==> src/rtl/axistream_unpack.sv <==
// Width-reducing AXI-Stream adapter: each accepted NUM_PACK*DATA_WIDTH word is
// replayed as NUM_PACK beats of DATA_WIDTH bits, with src_tlast repeated on every beat.
module axistream_unpack #(
   parameter int unsigned DATA_WIDTH = 8,
   parameter int unsigned NUM_PACK   = 4,
   parameter bit          BIG_ENDIAN = 1'b1
) (
   input  logic                             clk,
   input  logic                             rst,
   input  logic                             src_tvalid,
   output logic                             src_tready,
   input  logic [NUM_PACK*DATA_WIDTH-1:0]   src_tdata,
   input  logic                             src_tlast,
   output logic                             dest_tvalid,
   input  logic                             dest_tready,
   output logic [DATA_WIDTH-1:0]            dest_tdata,
   output logic                             dest_tlast
);

   localparam int unsigned CNT_W = $clog2(NUM_PACK);
   localparam logic [CNT_W-1:0] LAST_BEAT = CNT_W'(NUM_PACK - 1);

   logic [NUM_PACK*DATA_WIDTH-1:0] buf_q, buf_d;
   logic                           last_q, last_d;
   logic                           valid_q, valid_d;
   logic [CNT_W-1:0]               cnt_q, cnt_d;

   logic                  beat_xfer;
   logic                  final_xfer;
   logic                  word_xfer;
   logic [DATA_WIDTH-1:0] slice_w [NUM_PACK];
   logic [DATA_WIDTH-1:0] beat_w  [NUM_PACK];

   // beat_w[b] is the slice sent as output beat b, so the counter indexes it directly.
   for (genvar k = 0; k < NUM_PACK; k++) begin : g_slice
      assign slice_w[k] = buf_q[k*DATA_WIDTH +: DATA_WIDTH];
      if (BIG_ENDIAN) begin : g_be
         assign beat_w[k] = slice_w[NUM_PACK-1-k];
      end else begin : g_le
         assign beat_w[k] = slice_w[k];
      end
   end

   assign dest_tvalid = valid_q;
   assign dest_tdata  = beat_w[cnt_q];
   assign dest_tlast  = last_q;

   always_comb begin
      // NOTE: every output gets a default before any branch, so no path leaves one unassigned and no latch is inferred.
      buf_d      = buf_q;
      last_d     = last_q;
      valid_d    = valid_q;
      cnt_d      = cnt_q;
      beat_xfer  = valid_q && dest_tready;
      final_xfer = beat_xfer && (cnt_q == LAST_BEAT);
      // Ready is gated by rst so it reads 0 throughout reset, not only after the first edge.
      src_tready = rst && (!valid_q || final_xfer);
      word_xfer  = src_tvalid && src_tready;

      if (word_xfer) begin
         buf_d   = src_tdata;
         last_d  = src_tlast;
         valid_d = 1'b1;
         cnt_d   = '0;
      end else if (final_xfer) begin
         valid_d = 1'b0;
         cnt_d   = '0;
      end else if (beat_xfer) begin
         cnt_d   = cnt_q + CNT_W'(1);
      end
   end

   always_ff @(posedge clk or negedge rst) begin
      if (!rst) begin
         // NOTE: the data buffer is reset too, because dest_tdata/dest_tlast must read 0 while in reset.
         buf_q   <= '0;
         last_q  <= 1'b0;
         valid_q <= 1'b0;
         cnt_q   <= '0;
      end else begin
         // NOTE: non-blocking assignments so every register samples the pre-edge values.
         buf_q   <= buf_d;
         last_q  <= last_d;
         valid_q <= valid_d;
         cnt_q   <= cnt_d;
      end
   end

endmodule

==> config.mk <==
export PLATFORM = sky130hd
export DESIGN_NAME = axistream_unpack
export DESIGN_NICKNAME = d
export VERILOG_FILES = /design/src/rtl/axistream_unpack.sv
export SDC_FILE = /design/constraint.sdc
export NUM_CORES = 1
export LEC_CHECK = 0
export CAP_MARGIN = 20
export CORE_MARGIN = 5
export CORE_UTILIZATION = 50
export DETAILED_ROUTE_END_ITERATION = 7
export DONT_BUFFER_PORTS = 1
export GPL_ROUTABILITY_DRIVEN = 0
export PLACE_DENSITY_LB_ADDON = 0.3
export SLEW_MARGIN = 20
export SYNTH_ARGS = -nofsm -noshare
export SYNTH_HDL_FRONTEND = slang
export SYNTH_SLANG_ARGS = --single-unit
==> constraint.sdc <==
create_clock -name clk -period 1.6 [get_ports clk]
set_input_delay 0.16 -clock clk [delete_from_list [all_inputs] [get_ports clk]]
set_output_delay 0.16 -clock clk [all_outputs]
set_load 0.02 [all_outputs]
==> qor.yml, run 1 <==
outcome: "complete, but fails checks"
violations: "negative setup slack"
core_area_sq_um: 3050
fin_crit_ns: 1.67
dieArea_sq_um: 4390
totalWireLength_mm: 3.27
cts_sinks: 36
synth_area_sq_um: 1580
cts_max_level: 2
crit_path_end_kind: "output pin"
fin_total_pwr_mw: 3.77
cts_buffers: 5
yosys.cell_types.count: 15
clock_skew_ns: 0.00684
cts_root_buf: "clkbuf_4"
rsz0062_at_grt: "true"
p_leak_nw: 0.938
fmax_mhz: 599
post_drt_via_cell_ratio: 5.30
n_fill_cell: 212
layout-drive-gt1-share_pct: 24.1
tightest_slew_ns: 0.214
setup_tns_ns: -0.553
finalSetupViolCount: 22
p_int_mw: 2.48
place_area_sq_um: 1660
start_util_pct: 51.8
syn_inst: 96
synth_seq_cells: 36
n_antenna_cell: 0
antenna_found_initial: 0
clk_pin_slew_ns: 0.10
grt.total_usage_pct: 15.8
p_sw_share_pct: 34.2
comb_power_share_pct: 44.2
wl_per_cell_microns: 17.3
die_w_microns: 66.2
hold_depth: 3
grt_pass1_wl_mm: 4.99
hold_viol: 0
reg2regPathDepth: 6
startpoint_type: "flop"
tritoncts: "yes"
syn_area_per_cell_sq_um: 16.5
clock_path_buffers: 2
peakVddDrop_v: 0.00100
grt_overflow: 0
yosysSeqAreaShare_pct: 57.0
path_class: "flop to output pin"
drc: 0
dp_hpwl_mm: 1.96
maxCapViolCount: 0
vias: 1001
io_buffer_count: 0
drt_iter0_drc: 43
grt_pass1_vias: 1042
fin_crit_sh_pct: 104
maxSlewViolCount: 0
power.switching_mw: 1.29
synth_warnings: 0
hp-class: "primary input to flop"
syn2layout_area_growth_pct: 39.6
num_rows: 20
clock_power_share_pct: 13.0
antenna_left: 0
grt_max_degree: 37
layout_setup_ws_ns: -0.0698
fp.dieH_microns: 66.2
final_util_pct: 72.3
worst_hold_slack_ns: 0.0419
first_pass_iters: 4
io_pins: 48
cp.arrival_ns: 1.51
seqPwrFrac_pct: 42.8
fin_area_sq_um: 2210
mostFrequentLayoutCells: "35 x dfrtp_1, 35 x dlygate4sd3_1, 28 x mux2_1"
p_per_area_nw_per_um2: 1710
insertion_delay_ns: 0.33
synth_nets: 134
cp_max_fo: 4
final_nets: 182
crit_required_ns: 1.44
max_slew_margin_pct: 85.7
==> critical path: stages, from the launching register on <==
cell       delay [ns]
dfrtp_2          0.45
clkbuf_16        0.17
mux4_2           0.57
==> area by class of cell <==
type	count	area, sq um	share of cell area (%)
Timing Repair Buffer	46	548	24.8
Sequential cell	36	902	40.9
Multi-Input combinational cell	55	639	29.0
Clock buffer	6	51.3	2.33
Tap cell	44	55.1	2.50
Clock inverter	2	10.0	0.454
==> routing by layer <==
| metal | share of wire [%] | track usage (%) |
|---|---|---|
| met1 | 37 | 16.1 |
| met2 | 56 | 29.7 |
| met3 | 5.5 | 5.78 |
| met4 | 1.2 | 4.57 |
| met5 | 0 | 0 |
==> repair_timing <==
action | CTS | global route
hold endpoints to repair | 70 | 0
gates resized for setup | 2 | 3
buffers inserted | 0 | 2
cloned | 0 | 3
pin swaps | 0 | 1
hold buffers | 36 | 0
setup endpoints to repair | 8 | 42
==> flip-flops by register name (all words and copies together) (netlist names) <==
register,cells
beat_w,32
cnt_q,2
dest_tlast,1
dest_tvalid,1
==> metrics by stage <==
stage | setup slack (ns) | cells
finish | -0.0698 | 189
global route | -0.133 | 189
CTS | -0.0945 | 184
detailed placement | 0.0843 | 140
global placement | 0.135 | 140
floorplan | 0.138 | 96
==> kinds of logic (layout without fill, tap and decap cells) <==
family / Yosys count / in the layout / share of synthesized area (%)
buffers and inverters: 5 / 54 / 2.69
DFF: 36 / 36 / 57.0
AOI/OAI and AO/OA: 2 / 2 / 1.35
muxes: 42 / 42 / 35.5
and+or+nand+nor: 10 / 10 / 2.61
adders and majority gates: 1 / 1 / 0.792
==> synth_stat cells <==
master	n	area share, %
a21oi_1	1	0.32
a21oi_4	1	1.0
buf_2	1	0.32
nand3_1	1	0.32
mux2i_1	1	0.63
mux2_2	5	3.6
ha_1	1	0.79
mux4_2	8	11
mux2_1	28	20
and2_1	1	0.40
dfrtp_1	36	57
nor2_1	2	0.48
buf_6	3	2.1
clkbuf_1	1	0.24
nand2_1	6	1.4
==> power by group through the flow <==
stage	sequential [mW]	clock [mW]	combinational, mW
2_1_floorplan	1.55	0	1.20
3_3_place_gp	1.58	0	1.38
3_5_place_dp	1.61	0	1.42
4_1_cts	1.59	0.508	1.54
5_1_grt	1.68	0.572	1.79
6_report	1.61	0.490	1.66
==> worst paths after layout <==
| path | to | slack, ns | from |
|---|---|---|---|
| max in group asynchronous | cnt_q[0] | 1.12 | rst |
| min in group asynchronous | beat_w[6] | 0.29 | rst |
| hold reg to reg | beat_w[15] | 0.49 | beat_w[15] |
| setup reg to reg | beat_w[3] | -0.01 | cnt_q[0] |
| setup / recovery | dest_tdata[2] | -0.07 | cnt_q[0] |
| hold / removal | cnt_q[1] | 0.04 | dest_tready |
No activity file was read; power rests on OpenSTA's default activity.
==> run 2, diff against run 1 <==
==> constraint.sdc (replaced) <==
create_clock -name clk -period 2 [get_ports clk]
set_input_delay 0.6 -clock clk [delete_from_list [all_inputs] [get_ports clk]]
set_output_delay 0.6 -clock clk [all_outputs]
set_load 0.02 [all_outputs]
==> qor.yml, run 2 (synthesized netlist as in run 1, its figures left out) <==
fin_cells: 148
grt_pass1_wl_mm: 4.60
r2r-start: "cnt_q[0]"
final_util_pct: 56.2
drc: 0
insertion_delay_ns: 0.32
worst_hold_slack_ns: 0.0948
antenna_left: 0
hp-class: "primary input to async pin"
crit_family: "multiplexers"
fin_crit_sh_pct: 104
num_rows: 20
clock_skew_ns: 0.00312
layout_setup_ws_ns: -0.0744
grt_pass1_vias: 935
clk_pin_slew_ns: 0.09
peakVddDrop_v: 0.000740
violations: "negative setup slack"
reg2regPathDepth: 5
post_drt_via_cell_ratio: 5.57
p_leak_nw: 0.734
vias: 824
cp_max_fo: 6
tritoncts: "yes"
fp.dieH_microns: 66.2
antenna_found_initial: 0
syn2layout_area_growth_pct: 8.63
clock_path_buffers: 2
final_common_cell: "dfrtp_1"
path_class: "flop to output pin"
cts_max_level: 2
tightest_slew_ns: 0.378
cts_sinks: 36
largest_register_ffs: 32
rsz0062_at_grt: "true"
totalWireLength_mm: 2.74
start_util_pct: 51.8
drt_iter0_drc: 21
final_nets: 144
io_pins: 48
max_slew_margin_pct: 74.8
hold_viol: 0
io_buffer_count: 0
crit_required_ns: 1.40
cts_root_buf: "clkbuf_4"
grt_overflow: 0
dp_hpwl_mm: 2.02
endpoint: "dest_tdata[3]"
wl_per_cell_microns: 18.5
crit_cells: 2
fin_crit_ns: 2.07
startpoint_type: "flop"
maxSlewViolCount: 0
worstPathCellList: "buf_6 -> mux4_2"
fmax_mhz: 482
outcome: "complete, but fails checks"
slowest_stage: "mux4_2"
first_pass_iters: 2
dieArea_sq_um: 4390
cp.arrival_ns: 1.47
crit_start: "cnt_q[0]"
maxCapViolCount: 0
cp_num_buf_inv: 1
core_area_sq_um: 3050
mostFrequentLayoutCells: "35 x dfrtp_1, 28 x mux2_1, 8 x mux4_2"
layout-drive-gt1-share_pct: 28.8
p_per_area_nw_per_um2: 1610
grt_max_degree: 37
crit_path_max_incr_delay_ns: 0.58
grt.total_usage_pct: 14.5
cts_buffers: 5
finalSetupViolCount: 9
setup_tns_ns: -0.578
timing.rr.end: "beat_w[10]"
fin_area_sq_um: 1720
crit_path_end_kind: "output pin"
placedCellCount: 141
n_antenna_cell: 0
r2r_slack_ns: 0.33
place_area_sq_um: 1640
die_w_microns: 66.2
-- run 2: cell count changes in the layout (fill, tap and decap cells not counted), sizes merged --
cell / delta
clkinv: -2
clkbuf: -4
dlygate4sd3: -35
-- run 2: cell type report --
cell class / instances / area, sq um
multi-input combinational: 55 / 642
sequential: 36 / 902
tap: 44 / 55.1
timing repair buffer: 8 / 80.1
clock buffer: 5 / 37.5
fill: 279 / 1340
-- run 2: metrics by stage --
step | worst slack, ns | power (mW)
2_1_floorplan | 0.213 | 2.20
3_3_place_gp | 0.192 | 2.37
3_5_place_dp | 0.172 | 2.43
4_1_cts | -0.110 | 2.82
5_1_grt | -0.155 | 2.97
6_report | -0.0744 | 2.76
-- run 2: where the power goes --
group	switching, mW	total, mW	internal, mW
Sequential	0.211	1.30	1.09
Combinational	0.545	1.14	0.592
Clock	0.201	0.318	0.117
-- run 2: repair_timing --
item	4_1_cts	5_1_grt
endpoints found under the hold margin	36	0
setup endpoints to repair	9	9
buffers inserted	1	0
hold buffers	1	0
gates resized for setup	6	0
-- run 2: how the worst min path moves through the flow --
stage	from	end	slack (ns)
floorplan	rst	beat_w[0]	0.30
global placement	rst	beat_w[6]	0.31
detailed placement	rst	beat_w[6]	0.31
CTS	rst	beat_w[16]	0.09
global route	rst	beat_w[16]	0.08
finish	rst	beat_w[15]	0.09
-- run 2: routing by layer --
| metal | share of wire, % | wire, microns | track usage (%) | vias to the layer above |
|---|---|---|---|---|
| met4 | 0.95 | 26 | 5.33 | 0 |
| met5 | 0 | 0 | 0 | - |
| met2 | 54 | 1490 | 24.7 | 33 |
| met3 | 8.8 | 242 | 7.48 | 6 |
| met1 | 36 | 983 | 15.2 | 419 |
| li1 | - | - | - | 366 |
